**config.mk**
```make
export PLATFORM = sky130hd
export DESIGN_NAME = spike_tx_ni_flat
export DESIGN_NICKNAME = d
export VERILOG_FILES = /design/src/rtl/spike_tx_ni_pkg.sv /design/src/rtl/spike_tx_ni_if.sv /design/src/rtl/spike_tx_ni_lsb_priority_enc.sv /design/src/rtl/spike_tx_ni.sv /design/src/flat_wrapper.sv
export SDC_FILE = /design/constraint.sdc
export NUM_CORES = 1
export LEC_CHECK = 0
export BUFFER_PORTS_ARGS = -buffer_cell sky130_fd_sc_hd__buf_4
export CAP_MARGIN = 20
export CORE_UTILIZATION = 59
export CTS_CLUSTER_SIZE = 24
export DETAILED_ROUTE_END_ITERATION = 7
export PLACE_DENSITY = 0.81
export SLEW_MARGIN = 20
export SYNTH_ARGS = -nofsm -noshare
export SYNTH_HDL_FRONTEND = slang
export SYNTH_HIERARCHICAL = 1
export SYNTH_SLANG_ARGS = --single-unit
```
**constraint.sdc**
```tcl
create_clock -name clk -period 4.72 [get_ports clk]
set_input_delay 0.944 -clock clk [delete_from_list [all_inputs] [get_ports clk]]
set_output_delay 0.944 -clock clk [all_outputs]
set_load 0.01 [all_outputs]
```
**src/rtl/spike_tx_ni_pkg.sv**
```systemverilog
// Shared NoC spike-flit definitions: field placement, FSM states and the
// destination-table entry, reused by the router and the receiving NI.
package spike_tx_ni_pkg;

  localparam int FLIT_W     = 32;
  localparam int COORD_W    = 4;
  localparam int ID_W       = 8;
  localparam int TS_W       = 8;
  localparam int CFG_ADDR_W = 8;

  localparam int DST_X_LSB  = 28;
  localparam int DST_Y_LSB  = 24;
  localparam int SRC_X_LSB  = 20;
  localparam int SRC_Y_LSB  = 16;
  localparam int ID_LSB     = 8;
  localparam int TS_LSB     = 0;

  typedef enum logic [1:0] {
    IDLE = 2'd0,
    SCAN = 2'd1,
    SEND = 2'd2
  } state_t;

  typedef struct packed {
    logic               en;
    logic [COORD_W-1:0] dest_x;
    logic [COORD_W-1:0] dest_y;
  } dest_entry_t;

  function automatic logic [FLIT_W-1:0] pack_flit(
    input logic [COORD_W-1:0] dest_x,
    input logic [COORD_W-1:0] dest_y,
    input logic [COORD_W-1:0] src_x,
    input logic [COORD_W-1:0] src_y,
    input logic [ID_W-1:0]    neuron_id,
    input logic [TS_W-1:0]    timestep
  );
    logic [FLIT_W-1:0] f;
    f = '0;
    f[DST_X_LSB +: COORD_W] = dest_x;
    f[DST_Y_LSB +: COORD_W] = dest_y;
    f[SRC_X_LSB +: COORD_W] = src_x;
    f[SRC_Y_LSB +: COORD_W] = src_y;
    f[ID_LSB    +: ID_W]    = neuron_id;
    f[TS_LSB    +: TS_W]    = timestep;
    return f;
  endfunction

endpackage

```
**src/rtl/spike_tx_ni_if.sv**
```systemverilog
// Spike-input, destination-config and router-facing flit signals of the
// transmit NI; the slave modport is the NI itself.
interface spike_tx_ni_if
  import spike_tx_ni_pkg::*;
#(
  parameter int NUM_NEURONS = 4,
  parameter int DATA_WIDTH  = 32
);

  logic                   spike_in_valid;
  logic [NUM_NEURONS-1:0] spike_in_vec;
  logic                   spike_in_ready;

  logic                   cfg_we;
  logic [CFG_ADDR_W-1:0]  cfg_addr;
  logic [COORD_W-1:0]     cfg_dest_x;
  logic [COORD_W-1:0]     cfg_dest_y;
  logic                   cfg_en;

  logic                   pkt_valid;
  logic [DATA_WIDTH-1:0]  pkt_data;
  logic                   pkt_ready;

  logic                   busy;

  modport master (
    output spike_in_valid, spike_in_vec,
    output cfg_we, cfg_addr, cfg_dest_x, cfg_dest_y, cfg_en,
    output pkt_ready,
    input  spike_in_ready, pkt_valid, pkt_data, busy
  );

  modport slave (
    input  spike_in_valid, spike_in_vec,
    input  cfg_we, cfg_addr, cfg_dest_x, cfg_dest_y, cfg_en,
    input  pkt_ready,
    output spike_in_ready, pkt_valid, pkt_data, busy
  );

endinterface

```
**src/rtl/spike_tx_ni_lsb_priority_enc.sv**
```systemverilog
// Combinational lowest-set-bit finder: index of the lowest 1 in the vector
// and a flag telling whether any bit was set.
module lsb_priority_enc #(
  parameter int W     = 4,
  parameter int IDX_W = 2
) (
  input  logic [W-1:0]     i_vec,
  output logic [IDX_W-1:0] o_idx,
  output logic             o_found
);

  // Walk from the top so the last hit, i.e. the lowest set bit, wins.
  always_comb begin
    o_idx   = '0;
    o_found = 1'b0;
    for (int i = W - 1; i >= 0; i--) begin
      if (i_vec[i]) begin
        o_idx   = IDX_W'(i);
        o_found = 1'b1;
      end
    end
  end

endmodule

```
**src/rtl/spike_tx_ni.sv**
```systemverilog
// Spike transmit network interface: turns a fired-neuron vector into one
// flit per enabled neuron, lowest neuron first, tagged with a timestep.
module spike_tx_ni
  import spike_tx_ni_pkg::*;
#(
  parameter int ROWS        = 3,
  parameter int COLS        = 3,
  parameter int NUM_NEURONS = 4,
  parameter int DATA_WIDTH  = 32,
  parameter int NODE_X      = 0,
  parameter int NODE_Y      = 0
) (
  input  logic         clk,
  input  logic         rst,
  spike_tx_ni_if.slave bus
);

  localparam int IDX_W = (NUM_NEURONS > 1) ? $clog2(NUM_NEURONS) : 1;

  if (DATA_WIDTH != FLIT_W) begin : g_bad_width
    $error("spike_tx_ni: DATA_WIDTH must be 32");
  end
  if (NUM_NEURONS < 1 || NUM_NEURONS > 256) begin : g_bad_neurons
    $error("spike_tx_ni: NUM_NEURONS must be 1..256");
  end
  if (NODE_X >= COLS || NODE_Y >= ROWS) begin : g_bad_coord
    $error("spike_tx_ni: node coordinates outside the mesh");
  end

  state_t                 r_state;
  state_t                 w_next;
  logic [NUM_NEURONS-1:0] r_mask;
  logic [TS_W-1:0]        r_ts;
  logic [TS_W-1:0]        r_pkt_ts;
  logic [FLIT_W-1:0]      r_flit;
  dest_entry_t            r_tab [NUM_NEURONS];

  logic [IDX_W-1:0]       w_idx;
  logic                   w_found;
  dest_entry_t            w_sel;
  logic                   w_cfg_hit;

  lsb_priority_enc #(
    .W     (NUM_NEURONS),
    .IDX_W (IDX_W)
  ) u_lsb_enc (
    .i_vec   (r_mask),
    .o_idx   (w_idx),
    .o_found (w_found)
  );

  assign w_sel     = r_tab[w_idx];
  assign w_cfg_hit = bus.cfg_we && (32'(bus.cfg_addr) < 32'(NUM_NEURONS));
  assign bus.pkt_data = r_flit;

  always_ff @(posedge clk) begin
    if (!rst) begin
      r_state <= IDLE;
    end else begin
      r_state <= w_next;
    end
  end

  always_comb begin
    w_next             = r_state;
    bus.spike_in_ready = 1'b0;
    bus.pkt_valid      = 1'b0;
    bus.busy           = 1'b1;
    unique case (r_state)
      IDLE: begin
        bus.spike_in_ready = 1'b1;
        bus.busy           = 1'b0;
        if (bus.spike_in_valid) w_next = SCAN;
      end
      SCAN: begin
        if (!w_found)      w_next = IDLE;
        else if (w_sel.en) w_next = SEND;
      end
      SEND: begin
        bus.pkt_valid = 1'b1;
        if (bus.pkt_ready) w_next = SCAN;
      end
      default: w_next = IDLE;
    endcase
  end

  // The flit is captured in SCAN and only rewritten there, so table writes
  // while a flit waits in SEND cannot disturb it.
  always_ff @(posedge clk) begin
    if (!rst) begin
      r_mask   <= '0;
      r_ts     <= '0;
      r_pkt_ts <= '0;
      r_flit   <= '0;
    end else begin
      unique case (r_state)
        IDLE: begin
          if (bus.spike_in_valid) begin
            r_mask   <= bus.spike_in_vec;
            r_pkt_ts <= r_ts;
            r_ts     <= r_ts + 1'b1;
          end
        end
        SCAN: begin
          if (w_found) begin
            r_mask[w_idx] <= 1'b0;
            if (w_sel.en) begin
              r_flit <= pack_flit(w_sel.dest_x, w_sel.dest_y,
                                  COORD_W'(NODE_X), COORD_W'(NODE_Y),
                                  ID_W'(w_idx), r_pkt_ts);
            end
          end
        end
        default: ;
      endcase
    end
  end

  always_ff @(posedge clk) begin
    if (!rst) begin
      for (int i = 0; i < NUM_NEURONS; i++) begin
        r_tab[i] <= '0;
      end
    end else if (w_cfg_hit) begin
      r_tab[bus.cfg_addr[IDX_W-1:0]] <= '{en:     bus.cfg_en,
                                          dest_x: bus.cfg_dest_x,
                                          dest_y: bus.cfg_dest_y};
    end
  end

endmodule

```
**src/flat_wrapper.sv**
```systemverilog
// flat-port wrapper written by rule: the top's interface ports become plain ports
module spike_tx_ni_flat import spike_tx_ni_pkg::*;
#(
  parameter int ROWS        = 3,
  parameter int COLS        = 3,
  parameter int NUM_NEURONS = 4,
  parameter int DATA_WIDTH  = 32,
  parameter int NODE_X      = 0,
  parameter int NODE_Y      = 0
)
  (clk, rst, bus_spike_in_valid, bus_spike_in_vec, bus_cfg_we, bus_cfg_addr, bus_cfg_dest_x, bus_cfg_dest_y, bus_cfg_en, bus_pkt_ready, bus_spike_in_ready, bus_pkt_valid, bus_pkt_data, bus_busy);
  spike_tx_ni_if #(.NUM_NEURONS(NUM_NEURONS), .DATA_WIDTH(DATA_WIDTH)) bus_i ();
  input  logic clk;
  input  logic rst;
  input wire logic [$bits(bus_i.spike_in_valid)-1:0] bus_spike_in_valid;
  input wire logic [$bits(bus_i.spike_in_vec)-1:0] bus_spike_in_vec;
  input wire logic [$bits(bus_i.cfg_we)-1:0] bus_cfg_we;
  input wire logic [$bits(bus_i.cfg_addr)-1:0] bus_cfg_addr;
  input wire logic [$bits(bus_i.cfg_dest_x)-1:0] bus_cfg_dest_x;
  input wire logic [$bits(bus_i.cfg_dest_y)-1:0] bus_cfg_dest_y;
  input wire logic [$bits(bus_i.cfg_en)-1:0] bus_cfg_en;
  input wire logic [$bits(bus_i.pkt_ready)-1:0] bus_pkt_ready;
  output wire logic [$bits(bus_i.spike_in_ready)-1:0] bus_spike_in_ready;
  output wire logic [$bits(bus_i.pkt_valid)-1:0] bus_pkt_valid;
  output wire logic [$bits(bus_i.pkt_data)-1:0] bus_pkt_data;
  output wire logic [$bits(bus_i.busy)-1:0] bus_busy;
  assign bus_i.spike_in_valid = bus_spike_in_valid;
  assign bus_i.spike_in_vec = bus_spike_in_vec;
  assign bus_i.cfg_we = bus_cfg_we;
  assign bus_i.cfg_addr = bus_cfg_addr;
  assign bus_i.cfg_dest_x = bus_cfg_dest_x;
  assign bus_i.cfg_dest_y = bus_cfg_dest_y;
  assign bus_i.cfg_en = bus_cfg_en;
  assign bus_i.pkt_ready = bus_pkt_ready;
  assign bus_spike_in_ready = bus_i.spike_in_ready;
  assign bus_pkt_valid = bus_i.pkt_valid;
  assign bus_pkt_data = bus_i.pkt_data;
  assign bus_busy = bus_i.busy;
  spike_tx_ni #(.ROWS(ROWS), .COLS(COLS), .NUM_NEURONS(NUM_NEURONS), .DATA_WIDTH(DATA_WIDTH), .NODE_X(NODE_X), .NODE_Y(NODE_Y)) u_core (.clk(clk), .rst(rst), .bus(bus_i));
endmodule
```
**Word level (Yosys, flattened, before mapping)**

Memories as Yosys holds them, arrays and structs flattened.
Index checks and enable logic that the tools add are counted.

- $add $sub $neg: 1
- Muxes and demuxes: 28
- Equal/unequal tests: 6
- $lt $le $gt $ge: 3
- Bitwise gates (word level): 2
- Reduce and logical (&&, ||, !) cells: 9

Operators with widths:

| cell | number |
|---|---|
| $mux W2 | 9 |
| $mux W1 | 13 |
| $mux W9 | 1 |
| $reduce_and A3 Y1 | 3 |
| $reduce_or A9 Y1 | 1 |
| $add A8 B1 Y8 const B | 1 |
| $lt A8 B3 Y1 const B | 1 |
| $mux W4 | 2 |
| $pmux W4 S2 | 1 |
| $pmux W2 S3 | 1 |
| $and A4 B4 Y4 | 1 |
| $ne A2 B2 Y1 const B | 2 |
| $not A4 Y4 | 1 |
| $lt A2 B3 Y1 const B | 1 |
| $ne A3 B3 Y1 const B | 1 |
| $demux W1 S2 | 1 |
| $eq A2 B1 Y1 const B | 1 |
| $eq A2 B2 Y1 const B | 1 |
| $ge A2 B1 Y1 const B | 1 |
| $logic_and A1 B1 Y1 | 2 |
| $logic_not A2 Y1 | 1 |
| $ne A2 B1 Y1 const B | 1 |
| $reduce_and A2 Y1 | 1 |
| $reduce_bool A2 Y1 | 1 |

- Output and inout bits: 35
- Memories: 1
- Input bits: 26
- Register bits after elaboration: 40
- Logic and storage cells: 55
- RAM bits: 36

Memories:

| name | words | bits a word | rd ports | clocked after Yosys merged registers in | write ports | line | source |
|---|---|---|---|---|---|---|---|
| u_core.r_tab | 4 | 9 | 1 | 0 | 4 | spike_tx_ni.sv:36 | `dest_entry_t r_tab [NUM_NEURONS];` |

**Logic depth before layout (Yosys ltp)**

- Word-level depth: 12
- Depth in mapped cells: 9
- Gate-level depth less buffers: 6

**By module**

The synthesis kept the hierarchy.

By module, submodules not included:

| module | sequential area each (um2) | cells an instance | area each (um2) | times used |
|---|---|---|---|---|
| spike_tx_ni | 1881.8 | 295 | 3357.0 | 1 |
| lsb_priority_enc | 0.0 | 7 | 35.0 | 1 |

**Worst setup path before layout**

Ideal clock, no wire load.

- Kind: input to register
- From: input bus_cfg_addr[4]
- To: memory u_core/r_tab[3][0] (netlist bit) (enable)
- Setup slack: 1938 ps
- Library setup time: 387 ps
- Path buffers: 1
- Data arrival time: 2395 ps
- Required time: 4333 ps
- Cell stages on the path: 4
- Path through: nor4b_1 -> nand2_1 -> clkbuf_1 -> o21ai_0

RTL lines:

| item | line | source |
|---|---|---|
| start: declaration | flat_wrapper.sv:18 | `input wire logic [$bits(bus_i.cfg_addr)-1:0] bus_cfg_addr;` |
| end: declaration | spike_tx_ni.sv:36 |  |

==> metrics.md <==
| Metric | Value |
|---|---|
| Hold path start | u_core/r_pkt_ts[5] |
| Max Cap Viol | 0 |
| Adder-cell area share of the yosys netlist | less than 1% |
| Total design power | 1510 µW |
| Number of top-level pins | a little over 60 |
| Hold path endpoint | u_core/r_pkt_ts[5] |
| Per-cell via count in the routed design | around 5.5 |
| Portion of synthesized cell area occupied by the leading cell type | 31.9% |
| Total iterations of the first detailed-routing run | 5 |
| Reg2Reg Setup Slack | just under 2 ns |
| Post-synth design cell area | around 0.0034 mm² |
| Maximum fanout along the worst path | 11 |
| Setup WS post-layout | about 1.9 ns |
| Global-route wire length before repair | around 11,000 µm |
| Logic gate share of total power | approximately 9.2% |
| Net Sw Frac | a little over a fifth |
| Required time of the critical path | roughly 4.7 ns |
| Combinational family with the most area after synthesis | simple AND/OR/NAND/NOR gates |
| Postcts setup bufs | 0 |
| Aggregate global-route resource usage | 23.8% |
| DIE WIDTH | 77.8 µm |
| Fill cells | roughly 400 |
| Mapped Avg Cell Area | 11.2 µm² |
| Number of hold-slack violations in the final timing report | 0 |
| Number of global-route vias before repair | ~2.2k |
| Worst setup timing slack at the placement stage | about 1.5 ns |
| Initial antenna violation count | 0 |
| Critical Setup Path Class | primary input to flip-flop |
| Power density of the placed cells | about 380 mW/mm² |
| FP Rows | 27 |
| Synth warnings | 6 |
| Reg-to-reg endpoint | u_core/bus.pkt_data[25] |
| Total count of max-transition violations in the final report | 0 |
| Die Ht | between 70 and 80 µm |
| Tcrit/Tclk final | about three fifths |
| Compound-gate portion of the synthesized area | 6.27% |
| Element type at the critical path end | flip-flop |
| Remaining global-route overflow | 0 |
| Number of port buffers | between 40 and 50 |
| Vias | between 2k and 2.5k |
| Number of remaining DRC errors | 0 |
| Time the worst path needs with I/O delays and setup | ~2.8 ns |
| WL/cell | 15.5 µm |
| Standard cell core area | ~0.0055 mm² |
| Root Buffer | sky130_fd_sc_hd__clkbuf_8 |
| Most common flop cell mapped by yosys | sky130_fd_sc_hd__dfxtp_1 |
| Total wire length after detailed routing | 6550 µm |
| Portion of netlist area occupied by mux cells | between 10% and 20% |
| Status | finished, final reports clean |
| Residual antenna-violating net count after detailed routing | 0 |
| H-Tree Depth | 3 |
| Reg2Reg Depth | 7 |
| Library cells used by synthesis | 39 |
| FFs w/ async S/R, synth | 0% |
| Net load switching power | about 320 µW |
| Type of element launching the critical path | primary input |
| Clock tree skew after final layout | 0.00626 ns |
| Number of diodes added for antenna fixing | 0 |
| Total negative slack | 0 ns |
| Post-synthesis sequential element count | between 70 and 80 |
| Biggest area contributors in the synthesized netlist | sky130_fd_sc_hd__edfxtp_1, sky130_fd_sc_hd__dfxtp_1, sky130_fd_sc_hd__mux2i_1 |
| Dominant cell type by area after synthesis | sky130_fd_sc_hd__edfxtp_1 |
| CTS tree | built |
| Hold-fix buffers at CTS | 0 |
| Clock group share of total power | a little over two fifths |
| Final Util | between 70% and 80% |
| Number of synthesized flops with an enable pin | 36 |
| Sequential share of power | around 49% |
| Cell internal power dissipation | 1180 µW |
| Fraction of final layout cells sized beyond drive strength 1 | approximately a fifth |
| Class of the tightest hold or removal check | flip-flop to flip-flop |
| Hold Crit Depth | 2 |
| Estimated wirelength of the detail-placed design | 4490 µm |
| Start of the worst register-to-register path | u_core/r_mask[2] |
| Total of cells resized after clock tree synthesis | 0 |
| Violation count after the first detailed-route iteration | 143 |
| Inserted Clock Buffers | 9 |
| Post-synthesis share of cell area spent on xor and xnor gates | 1.55% |
| CTS max path bufs | 2 |
| Effective utilization at floorplan | about three fifths |
| Clock-pin slew on the worst setup and hold paths | approximately 0.08 ns |
| Max VDD drop | between 0.2 and 0.3 mV |
| Post-Synthesis Cells | slightly above 300 |
| Basic-gate share of the synthesized area counting and, or, nand and nor cells | between 15 and 20% |
| Setup repair after global routing missed its margin | false |
| Final estimated routing congestion in global placement | 0.801 |
| Largest net degree at the start of global routing | 54 |
| Max_slew headroom | just under 30% |
| Signal arrival time at the worst endpoint | between 2 and 3 ns |
| Seq/Total Area, Yosys | roughly 55% |
| Worst-skew pair later-pin latency | about 0.34 ns |
| Total die area | 0.00606 mm² |
| Setup-failing EPs final | 0 |
| # nets final | about 370 |
| Num Clock Sinks | 76 |
| Leakage | around 0.0016 µW |
| P&R area growth vs syn | 16.6% |
| Top achievable clock speed | 358 MHz |
| Worst-Margin Slew | around 1.1 ns |
[layout by cell type (no fill, tap or decap), types with 3 or more instances in the layout]
| master | instances |
|---|---|
| sky130_fd_sc_hd__and2_1 | 7 |
| sky130_fd_sc_hd__nor3_1 | 5 |
| sky130_fd_sc_hd__nor2_1 | 39 |
| sky130_fd_sc_hd__nand2_1 | 40 |
| sky130_fd_sc_hd__a21boi_1 | 12 |
| sky130_fd_sc_hd__clkbuf_8 | 9 |
| sky130_fd_sc_hd__bufinv_16 | 4 |
| sky130_fd_sc_hd__o21ai_0 | 6 |
| sky130_fd_sc_hd__mux2i_1 | 20 |
| sky130_fd_sc_hd__nor2b_1 | 19 |
| sky130_fd_sc_hd__mux4_2 | 6 |
| sky130_fd_sc_hd__inv_1 | 3 |
| sky130_fd_sc_hd__xor2_1 | 3 |
| sky130_fd_sc_hd__nand2b_1 | 3 |
| sky130_fd_sc_hd__dfxtp_1 | 40 |
| sky130_fd_sc_hd__edfxtp_1 | 36 |
| sky130_fd_sc_hd__conb_1 | 14 |
| sky130_fd_sc_hd__a21boi_0 | 4 |
| sky130_fd_sc_hd__xnor2_1 | 3 |
| sky130_fd_sc_hd__nand4_1 | 3 |
| sky130_fd_sc_hd__buf_4 | 48 |
| sky130_fd_sc_hd__mux4_1 | 3 |
[power groups by stage]
stage,clock [µW],sequential [µW],combinational (µW)
after floorplan,0,737,106
after global placement,0,743,132
after detailed placement,0,745,137
after CTS,646,730,139
after global routing,675,732,152
final,636,730,139
[how the worst max path moves through the flow]
stage | startpoint | end | slack [ns] | depth (start not counted)
2_1_floorplan | bus_cfg_addr[4] | u_core/r_tab[3][0] | 1.94 | 4
3_3_place_gp | bus_cfg_addr[4] | u_core/r_tab[3][3] | 1.59 | 4
3_5_place_dp | bus_cfg_addr[4] | u_core/r_tab[3][5] | 1.47 | 4
4_1_cts | bus_cfg_addr[4] | u_core/r_tab[3][1] | 1.83 | 4
5_1_grt | bus_cfg_addr[4] | u_core/r_tab[0][1] | 1.68 | 5
6_report | bus_cfg_addr[4] | u_core/r_tab[0][0] | 1.92 | 5
[layer usage]
| layer | track usage (%) | routed length (µm) |
|---|---|---|
| met3 | 5.76 | 467 |
| met1 | 31.1 | 2850 |
| met4 | 10.0 | 127 |
| met5 | 0 | 0 |
| met2 | 38.0 | 3100 |
[registers in the layout, summed over array words and instances (netlist names)]
name,count
u_core/r_pkt_ts,8
u_core/r_state,2
u_core/r_mask,4
u_core/r_tab,36
u_core/bus.pkt_data,18
u_core/r_ts,8
[through the flow]
step	instance area [µm²]	hold slack, ns	instances
floorplan	3440	0.434	315
detailed placement	3690	0.448	405
finish	3960	0.458	421
CTS	3960	0.459	421
global route	3960	0.477	421
global placement	3690	0.442	405
[area by class of cell]
cell class                      instances  area (µm²)  area share [%]
Clock buffer                            9         124            3.13
Inverter                                3        11.3           0.285
Tap cell                               72        90.1            2.28
Sequential cell                        76        1880            47.6
Clock inverter                          7         139            3.51
Timing Repair Buffer                   48         360            9.11
Multi-Input combinational cell        206        1350            34.1
[logic make-up after synthesis]
kind of cell / Yosys count
compound gates: 30
xor+xnor: 6
fa+ha+maj: 1
buf+inv: 33
flops: 76
mux: 29
other cells: 1
simple gates: 126
[synthesized netlist by cell type, types with 2 or more instances]
master / count
sky130_fd_sc_hd__and2_1: 7
sky130_fd_sc_hd__dfxtp_1: 40
sky130_fd_sc_hd__nand4b_1: 2
sky130_fd_sc_hd__a21boi_1: 12
sky130_fd_sc_hd__nand2b_1: 3
sky130_fd_sc_hd__nand2_1: 40
sky130_fd_sc_hd__a41oi_1: 2
sky130_fd_sc_hd__nand4_1: 3
sky130_fd_sc_hd__mux4_2: 6
sky130_fd_sc_hd__nor2b_1: 19
sky130_fd_sc_hd__mux4_1: 3
sky130_fd_sc_hd__clkbuf_1: 12
sky130_fd_sc_hd__a21boi_0: 4
sky130_fd_sc_hd__inv_1: 3
sky130_fd_sc_hd__nor3_1: 5
sky130_fd_sc_hd__or3_1: 2
sky130_fd_sc_hd__edfxtp_1: 36
sky130_fd_sc_hd__mux2i_1: 20
sky130_fd_sc_hd__o21ai_0: 7
sky130_fd_sc_hd__nor2_1: 39
sky130_fd_sc_hd__buf_6: 2
sky130_fd_sc_hd__xor2_1: 3
sky130_fd_sc_hd__xnor2_1: 3
sky130_fd_sc_hd__buf_4: 14
[critical path: stages]
cell	delay [ns]
sky130_fd_sc_hd__buf_4	0.11
sky130_fd_sc_hd__nor4b_1	0.49
sky130_fd_sc_hd__nand2_1	0.33
sky130_fd_sc_hd__or3_1	0.54
sky130_fd_sc_hd__nand2_1	0.38
Note: power is estimated with default switching activity, not from simulation.
